<file path="src/rtl/led_sweep_ctrl.sv">
// led_sweep_ctrl: start/stop sequencer for the 8-LED sweep.
// It owns the step timing (prescaler plus step counter), the pattern mode and
// the run/stop control of the LED pattern register. It also raises a
// one-cycle completion pulse each time a pattern cycle finishes.
// Optional feature macro: LEDSWEEP_DWELL_EN. When it is defined, bounce mode
// holds the end LED for one extra step period before it reverses.

module led_sweep_ctrl #(
   parameter int unsigned BASE = 16
) (
   input  logic       clk,
   input  logic       rst,
   input  logic       start,
   input  logic       stop,
   input  logic [1:0] mode,
   input  logic [3:0] speed,
   output logic [7:0] dataOut,
   output logic       busy,
   output logic       sweep_done
);

   typedef enum logic {
      IDLE,
      RUN
   } state_t;

   typedef enum logic [1:0] {
      MODE_BOUNCE = 2'd0,
      MODE_ROR    = 2'd1,
      MODE_ROL    = 2'd2,
      MODE_BLINK  = 2'd3
   } mode_t;

   typedef enum logic {
      DIR_RIGHT = 1'b0,
      DIR_LEFT  = 1'b1
   } dir_t;

`ifdef LEDSWEEP_DWELL_EN
   localparam bit DWELL_EN = 1'b1;
`else
   localparam bit DWELL_EN = 1'b0;
`endif

   // The prescaler wraps at BASE-1, so a BASE of 1 gives a step on every
   // wrap of the step counter.
   localparam logic [21:0] PRESC_LAST = 22'(BASE - 1);

   state_t      state;
   mode_t       mode_q;
   logic [3:0]  speed_q;
   dir_t        dir;
   logic [21:0] presc;
   logic [3:0]  step_cnt;
   logic        hold;

   logic        presc_wrap;
   logic        step_fire;
   logic [7:0]  nxt_data;
   dir_t        nxt_dir;
   logic        nxt_done;
   logic        nxt_hold;

   // Returns the first pattern shown after a run is accepted.
   function automatic logic [7:0] seed_for(input logic [1:0] m);
      logic [7:0] s;
      case (m)
         2'd0:    s = 8'h80;
         2'd1:    s = 8'h80;
         2'd2:    s = 8'h01;
         default: s = 8'hAA;
      endcase
      return s;
   endfunction

   // A step fires only when both counters are at their terminal values.
   always_comb begin
      presc_wrap = (presc == PRESC_LAST);
      step_fire  = (state == RUN) && presc_wrap && (step_cnt == speed_q);
   end

   // Computes the pattern, direction and completion flag for the next step
   // of the latched mode.
   always_comb begin
      nxt_data = dataOut;
      nxt_dir  = dir;
      nxt_done = 1'b0;
      nxt_hold = 1'b0;
      case (mode_q)
         MODE_BOUNCE: begin
            if (DWELL_EN && hold) begin
               // The end LED stays lit for this step. The direction was
               // already flipped on arrival, so the next step moves back.
               nxt_data = dataOut;
               nxt_hold = 1'b0;
            end else begin
               if (dir == DIR_RIGHT) begin
                  nxt_data = dataOut >> 1;
               end else begin
                  nxt_data = dataOut << 1;
               end
               if (nxt_data == 8'h01) begin
                  nxt_dir  = DIR_LEFT;
                  nxt_done = 1'b1;
                  nxt_hold = DWELL_EN;
               end else if (nxt_data == 8'h80) begin
                  nxt_dir  = DIR_RIGHT;
                  nxt_done = 1'b1;
                  nxt_hold = DWELL_EN;
               end
            end
         end
         MODE_ROR: begin
            nxt_data = {dataOut[0], dataOut[7:1]};
            nxt_done = (nxt_data == 8'h80);
         end
         MODE_ROL: begin
            nxt_data = {dataOut[6:0], dataOut[7]};
            nxt_done = (nxt_data == 8'h01);
         end
         MODE_BLINK: begin
            nxt_data = ~dataOut;
            nxt_done = (nxt_data == 8'hAA);
         end
         default: begin
            nxt_data = dataOut;
         end
      endcase
   end

   // Run/stop state machine together with its counters and registered
   // outputs. In RUN, stop is checked first, so a step due on the same edge
   // is dropped.
   always_ff @(posedge clk or negedge rst) begin
      if (!rst) begin
         state      <= IDLE;
         mode_q     <= MODE_BOUNCE;
         speed_q    <= 4'd0;
         dir        <= DIR_RIGHT;
         presc      <= 22'd0;
         step_cnt   <= 4'd0;
         hold       <= 1'b0;
         dataOut    <= 8'h00;
         busy       <= 1'b0;
         sweep_done <= 1'b0;
      end else begin
         sweep_done <= 1'b0;
         case (state)
            IDLE: begin
               if (start && !stop) begin
                  state    <= RUN;
                  mode_q   <= mode_t'(mode);
                  speed_q  <= speed;
                  dir      <= DIR_RIGHT;
                  presc    <= 22'd0;
                  step_cnt <= 4'd0;
                  hold     <= 1'b0;
                  busy     <= 1'b1;
                  dataOut  <= seed_for(mode);
               end
            end
            RUN: begin
               if (stop) begin
                  state    <= IDLE;
                  presc    <= 22'd0;
                  step_cnt <= 4'd0;
                  hold     <= 1'b0;
                  busy     <= 1'b0;
                  dataOut  <= 8'h00;
               end else begin
                  if (presc_wrap) begin
                     presc <= 22'd0;
                     if (step_cnt == speed_q) begin
                        step_cnt <= 4'd0;
                     end else begin
                        step_cnt <= step_cnt + 4'd1;
                     end
                  end else begin
                     presc <= presc + 22'd1;
                  end
                  if (step_fire) begin
                     dataOut    <= nxt_data;
                     dir        <= nxt_dir;
                     hold       <= nxt_hold;
                     sweep_done <= nxt_done;
                  end
               end
            end
            default: begin
               state   <= IDLE;
               busy    <= 1'b0;
               dataOut <= 8'h00;
            end
         endcase
      end
   end

endmodule

</file>
<file path="config.mk">
export PLATFORM = sky130hd
export DESIGN_NAME = led_sweep_ctrl
export DESIGN_NICKNAME = d
export VERILOG_FILES = /design/src/rtl/led_sweep_ctrl.sv
export SDC_FILE = /design/constraint.sdc
export NUM_CORES = 1
export LEC_CHECK = 0
export CAP_MARGIN = 25
export CELL_PAD_IN_SITES_DETAIL_PLACEMENT = 0
export CELL_PAD_IN_SITES_GLOBAL_PLACEMENT = 1
export CORE_ASPECT_RATIO = 0.9
export CORE_MARGIN = 5
export CORE_UTILIZATION = 45
export CTS_CLUSTER_SIZE = 16
export DETAILED_ROUTE_END_ITERATION = 10
export PLACE_DENSITY = 0.83
export SLEW_MARGIN = 10
export SYNTH_ARGS = -nofsm -noshare
export SYNTH_HDL_FRONTEND = slang
export SYNTH_SLANG_ARGS = --single-unit
</file>
<file path="constraint.sdc">
create_clock -name clk -period 2.7 [get_ports clk]
set_clock_uncertainty 0.2 [all_clocks]
set_input_delay 0.54 -clock clk [delete_from_list [all_inputs] [get_ports clk]]
set_output_delay 0.54 -clock clk [all_outputs]
set_load 0.05 [all_outputs]
</file>
=== Yosys cells after proc, flatten, opt, wreduce, memory -nomap -nowiden ===
Index checks and enable logic that the tools add are counted.

* Bits in registers: 44
* Input port bits: 10

* Add/subtract/negate cells: 2
* Equality and inequality tests: 20
* Multiplexer cells: 36
* Bitwise operators: 2
* Reduce and logical (&&, ||, !) cells: 12

{| class="wikitable"
|+ Operators with widths
! kind !! count
|-
| $mux W22 || 3
|-
| $pmux W22 S2 || 1
|-
| $mux W8 || 5
|-
| $pmux W8 S2 || 2
|-
| $pmux W8 S4 || 1
|-
| $eq A8 B8 Y1 const B || 3
|-
| $add A22 B1 Y22 const B || 1
|-
| $eq A22 B4 Y1 const B || 1
|-
| $eq A8 B1 Y1 const B || 2
|-
| $mux W4 || 4
|-
| $mux W1 || 15
|-
| $not A8 Y8 || 1
|-
| $pmux W4 S2 || 1
|-
| $reduce_and A2 Y1 || 4
|-
| $eq A2 B2 Y1 const B || 3
|-
| $ne A2 B2 Y1 const B || 3
|-
| $ne A3 B2 Y1 const B || 2
|-
| $pmux W1 S2 || 3
|-
| $reduce_and A5 Y1 || 1
|-
| $add A4 B1 Y4 const B || 1
|-
| $eq A2 B1 Y1 const B || 2
|-
| $eq A4 B4 Y1 || 1
|-
| $logic_not A2 Y1 || 2
|-
| $ne A2 B1 Y1 const B || 2
|-
| 6 further kinds || 8
|}

=== Logic depth before layout (Yosys ltp) ===
Gate-level depths: netlist of the first run.

* Depth after elaboration: 9
* Depth in mapped cells: 8
* Depth with buffers taken out: 6

=== Worst setup path before layout of the first run ===
Ideal clock, no wire load.

* Path type: reg2reg
* Start point: reg presc[5]
* End point: reg dataOut[0]
* Setup time: 0.125 ns
* Arrival: 1.851 ns
* Data required time: 2.375 ns
* Slack: 0.524 ns
* Cell stages (with the launch flop): 6
* Clock period less this slack: 2.176 ns
* Path through: dfrtp_1 or4_1 nor2_2 a21oi_1 nor3_4 mux2_2

* Word-level cells in the longest chain between the ends: 5

{| class="wikitable"
|+ Ends and longest elaborated chain
! element !! line !! RTL
|-
| from (decl) || 53 || <nowiki>logic [21:0] presc;</nowiki>
|-
| from (signal assigned) || 179 || <nowiki>presc <= presc + 22'd1;</nowiki>
|-
| $eq A22 B4 Y1 || 78 || <nowiki>presc_wrap = (presc == PRESC_LAST);</nowiki>
|-
| $logic_and A1 B1 Y1 (2 in series) || 79 || <nowiki>step_fire = (state == RUN) && presc_wrap && (step_cnt == speed_q);</nowiki>
|-
| $ne A3 B2 Y1 (no source line) || -- ||
|-
| $reduce_and A2 Y1 (no source line) || -- ||
|-
| to (signal assigned) || 159 || <nowiki>dataOut <= seed_for(mode);</nowiki>
|-
| to (signal assigned) || 182 || <nowiki>dataOut <= nxt_data;</nowiki>
|-
| to (decl) || 17 || <nowiki>output logic [7:0] dataOut,</nowiki>
|}

No other way between the ends.
A chain may end at the register's enable or synchronous reset.

=== Worst setup path after layout of the first run ===
* Start point: reg dataOut[0]
* End point: out dataOut[0]

No word-level cell between the ends.

==> run summary, run 1 <==
Status - finished clean
Total Wirelength - 6217 um
Logic pwr share - 0.260
Synthesized area per cell - 8.834 um^2
Tmin final - 2.473 ns
Yosys warns - 0
Synth Cell Area - 2615 um^2
Via count - 2323
Post-route cell area - 3009 um^2
CTS buffer count - 5
RSZ-0062 raised after global routing - false
Final #Nets - 327
Row count - 26
Slew Viols, Final - 0
Total power - 1649 uW
Int Pwr - 1095 uW
Crit-path max FO - 10
Net Sw Frac - 0.3360
Core area - 5660 um^2
Final worst slack - 0.2270 ns
Net switching power - 554.0 uW
Clk buf depth - 2
Sequential share of power - 0.479
Slowest cell delay on critical path - 0.88 ns
Share of the synthesized area in the top cell type - 0.4211
Total iterations of the first detailed-routing run - 5
R2R depth - 5
Sequential area share after synthesis - 0.4211
CP Launch Type - flip-flop
N_diodes - 0
Final HPWL DP - 4368 um
GRT overflow - 0
Ys async rst share - 1.000
RR Endpoint - dataOut[3]
Hold_buf cts - 0
Area after DPL - 2919 um^2
Post-Syn Instances - 296
# IOs - 20
Post-CTS Resized - 0
EDFF count, synth - 0
Clk sink count - 44
# Post-CTS Setup Buffers - 0
Relative slew margins - 0.6674
CTS tree - built
Hold Crit Class - primary input to async pin
Total Routing Usage GR - 0.1806
Clock power frac - 0.261
Max stage delay cell, worst path - clkdlybuf4s50_1
Most used DFF post-synth - dfrtp_1
Worst-Skew Late Latency - 0.30 ns
DR DRC count - 0
Die area - 7438 um^2
First-pass GRT wire length - 10960 um
Cell variety after synth - 47
Clock slew at reported path FFs - 0.08 ns
Count leader, synth - dfrtp_1
Crit end category - output pin
RD Place Congestion - 0.8468
Initial antenna violation count - 0
Syn_nets - 308
Antenna-violating nets left - 0
R2R setup slack - 0.38 ns
Total of max-cap violations - 0
Chip width - 90.36 um
Largest net degree at the start of global routing - 45
Root buffer cell - clkbuf_8
Routed len/inst - 16.11 um
Area growth, synth to finish - 15.07%
Leak Pwr - 0.001250 uW
Vias per inst - 6.018
WS Path Type - flip-flop to output pin
Final hold vios - 0
Reg-to-Reg Start - presc[4]
Tightest Pin Transition - 0.4974 ns
Starting DRC count in detailed routing - 169
Period utilisation layout - 0.9159
Port Buf Inserts - 19
DP Worst Slack - 0.1553 ns
Most frequent cells after synthesis - 44 x dfrtp_1, 24 x nand2_1, 24 x nand3_1
Critical Path RT - 1.96 ns
Arrival @ worst endpoint - 1.73 ns
CP delay by family, top - buffers and inverters
Crit-path cells - clkdlybuf4s50_1
Fmax - 404.4 MHz
Yosys reg bits - 44
Area contributors post-synth - dfrtp_1 42%, mux2_2 4.7%, nand3_1 4.6%
Cell taking the most area after synthesis - dfrtp_1
Number of global-route vias before repair - 2182
Layout cell share with drive strength beyond 1 - 0.1266
Height of the die - 82.32 um
Setup Viol. Count Final - 0
Starting density of the core - 0.4620
Worst Path Buf+Inv - 1
TNS Setup - 0 ns
H-tree lvl count - 2
Max VDD drop - 0.3911 mV
PwrDens - 547.9 nW/um^2
-- area by class of cell --
type / count / area [um^2]
Fill cell: 559 / 2651
Multi-Input combinational cell: 224 / 1401
Sequential cell: 44 / 1101
Timing Repair Buffer: 33 / 302.8
Clock buffer: 8 / 90.09
Tap cell: 70 / 87.58
Inverter: 7 / 26.28
-- worst max-delay path by stage --
| stage | startpoint | endpoint | slack, ns | cells past startpoint |
|---|---|---|---|---|
| after global placement | stop | dataOut[6] | 0.20 | 5 |
| after floorplan | presc[5] | dataOut[0] | 0.52 | 5 |
| final | dataOut[0] | dataOut[0] | 0.23 | 1 |
| after CTS | dataOut[0] | dataOut[0] | 0.21 | 1 |
| after global routing | dataOut[0] | dataOut[0] | 0.17 | 1 |
| after detailed placement | stop | dataOut[0] | 0.16 | 5 |
-- metrics by stage --
stage / utilization / hold slack (ns) / std cells
after global placement: 0.5157 / 0.3127 / 378
after global routing: 0.5316 / 0.02753 / 386
final: 0.5316 / 0.007921 / 386
after CTS: 0.5316 / 0.01129 / 386
after floorplan: - / 0.04441 / 296
after detailed placement: 0.5157 / 0.3188 / 378
-- sequential cells by signal, summed over array words and instances, names as in the netlist, 2 cells and up --
signal / count
speed_q: 4
dataOut: 8
mode_q: 2
step_cnt: 4
presc: 22
-- power by group through the flow --
stage / Combinational, uW / Clock [uW] / Sequential, uW
finish: 429 / 430 / 789
floorplan: 231 / 0 / 846
global placement: 425 / 0 / 800
detailed placement: 429 / 0 / 801
CTS: 430 / 443 / 788
global route: 468 / 470 / 800
-- routing by layer --
metal / global-route usage / vias to the layer above / wire length [um]
met4: 0.04315 / 0 / 68
li1: - / 1149 / -
met3: 0.03623 / 8 / 303
met1: 0.2597 / 1102 / 3114
met5: 0 / - / 0
met2: 0.2822 / 64 / 2731
-- cell usage in the layout, fill, tap and decap left out, types with 3 or more instances in the layout --
master,instances
a211oi_1,3
a21o_1,4
a21oi_1,14
a31oi_1,17
a41oi_1,3
and3_1,6
buf_4,13
clkbuf_8,6
clkdlybuf4s50_1,18
dfrtp_1,44
inv_1,6
mux2_2,11
mux2i_1,7
nand2_1,24
nand2b_1,7
nand3_1,24
nand4_1,5
nor2_1,19
nor2b_1,3
nor3_1,6
nor4_1,11
o21ai_0,19
o22ai_1,5
o32ai_1,4
xor2_1,4
-- cells by family after synthesis --
kind of cell | Yosys count | synth area share
AO/OA/AOI/OAI | 78 | 0.1880
XOR/XNOR | 4 | 0.01340
adder cells (fa/ha/maj) | 2 | 0.009568
buffers and inverters | 28 | 0.04449
flip-flops | 44 | 0.4211
multiplexers | 18 | 0.07416
AND/OR/NAND/NOR | 122 | 0.2493
Note: power is estimated with default switching activity, not from simulation.
==> run 2: changes to the inputs <==
- CORE_ASPECT_RATIO: 0.9 -> default
- SKIP_CTS_REPAIR_TIMING: default -> 1
==> run summary, run 2 (same netlist as run 1, synthesis figures left out) <==
Clock power frac - 0.291
Status - finished clean
WL met3 - 333 um
Crit end category - output pin
Top sig layer - met4
Crit-path cells - clkdlybuf4s50_1
RR Endpoint - dataOut[0]
H-tree lvl count - 2
Port Buf Inserts - 19
Final #Nets - 328
Logic pwr share - 0.256
Row count - 27
Net Sw Frac - 0.3259
Worst Path Buf+Inv - 1
Layout cell share with drive strength beyond 1 - 0.1325
RSZ-0062 raised after global routing - false
Net switching power - 562.6 uW
Most frequent cells in the layout - 44 x dfrtp_1, 24 x nand3_1, 24 x nand2_1
Relative slew margins - 0.6131
CTS tree - built
Total Routing Usage GR - 0.1833
Tmin final - 2.455 ns
Clock slew at reported path FFs - 0.09 ns
R2R depth - 6
CP Depth - 1
Total Wirelength - 6303 um
Via count - 2286
Met2 wire length - 2771 um
# IOs - 20
Height of the die - 86.23 um
Max VDD drop - 0.2629 mV
Initial antenna violation count - 0
Starting DRC count in detailed routing - 271
Reg-to-Reg Start - presc[4]
R2R setup slack - 0.44 ns
WS Path Type - flip-flop to output pin
Worst-Skew Late Latency - 0.30 ns
CP delay by family, top - buffers and inverters
Final hold vios - 0
PwrDens - 571.0 nW/um^2
Chip width - 86.23 um
First-pass GRT wire length - 11030 um
Starting density of the core - 0.4691
N_diodes - 0
CTS buffer count - 5
Leak Pwr - 0.001260 uW
Fill count - 503
Wl on met1 - 3139 um
Max stage delay cell, worst path - clkdlybuf4s50_1
DR DRC count - 0
Max FFs per register - 22
Clk sink count - 44
Top reg by flops - presc
Most common cell after layout, fill and taps aside - dfrtp_1
Area growth, synth to finish - 15.65%
TNS Setup - 0 ns
Crit-path max FO - 10
Root buffer cell - clkbuf_8
Arrival @ worst endpoint - 1.71 ns
Crit path to - dataOut[0]
Core area - 5574 um^2
Antenna-violating nets left - 0
Reg area - 1101 um^2
RD Place Congestion - 0.8392
Setup Viol. Count Final - 0
Clk buf depth - 2
Die area - 7436 um^2
Int Pwr - 1164 uW
CP startpoint - dataOut[0]
Sequential share of power - 0.454
Slowest cell delay on critical path - 0.87 ns
Number of global-route vias before repair - 2197
Multi-input gate area - 1401 um^2
CP Launch Type - flip-flop
Tightest Pin Transition - 0.5804 ns
Total power - 1727 uW
GRT overflow - 0
Top flop regs - presc: 22 flops, dataOut: 8 flops
Vias per inst - 5.877
Critical Path RT - 1.96 ns
Largest net degree at the start of global routing - 45
Hold Crit Class - primary input to async pin
Total iterations of the first detailed-routing run - 4
Slew Viols, Final - 0
Fmax - 407.4 MHz
Total of max-cap violations - 0
Final HPWL DP - 4374 um
Period utilisation layout - 0.9092
Routed len/inst - 16.20 um
run 2: worst min path at each step:
stage                     depth (start not counted)          to        from  slack (ns)
after floorplan                                   0        busy         rst        0.04
after global placement                            1   presc[17]   presc[17]        0.31
after detailed placement                          1  speed_q[0]  speed_q[0]        0.32
after CTS                                         2  dataOut[4]         rst        0.14
after global routing                              2  dataOut[4]         rst        0.17
final                                             2  dataOut[4]         rst        0.11
run 2: routing by layer:
layer / global-route usage / up-vias
met5: 0 / -
met2: 0.2733 / 49
met4: 0.04108 / 0
li1: - / 1146
met3: 0.03802 / 5
met1: 0.2740 / 1086
run 2: layout make-up:
| type | instances | area share |
|---|---|---|
| Clock buffer | 6 | 0.02400 |
| Sequential cell | 44 | 0.3641 |
| Timing Repair Buffer | 34 | 0.09847 |
| Tap cell | 72 | 0.02979 |
| Clock inverter | 2 | 0.01158 |
| Inverter | 7 | 0.008688 |
| Multi-Input combinational cell | 224 | 0.4634 |
run 2: per-stage QoR:
step	std cells	hold slack (ns)	worst slack, ns	instance area [um^2]	utilization
final	389	0.1116	0.2452	3024	0.5425
after global routing	389	0.1702	0.1658	3024	0.5425
after CTS	389	0.1352	0.2556	3024	0.5425
after detailed placement	381	0.3250	0.1687	2917	0.5232
after global placement	381	0.3148	0.2467	2917	0.5232
after floorplan	296	0.04441	0.5238	2615	-
run 2: power groups by stage:
| stage | Sequential (uW) | Combinational (uW) | Clock [uW] |
|---|---|---|---|
| 6_report | 783 | 442 | 502 |
| 2_1_floorplan | 846 | 231 | 0 |
| 4_1_cts | 780 | 440 | 511 |
| 3_3_place_gp | 792 | 435 | 0 |
| 5_1_grt | 793 | 480 | 544 |
| 3_5_place_dp | 793 | 439 | 0 |
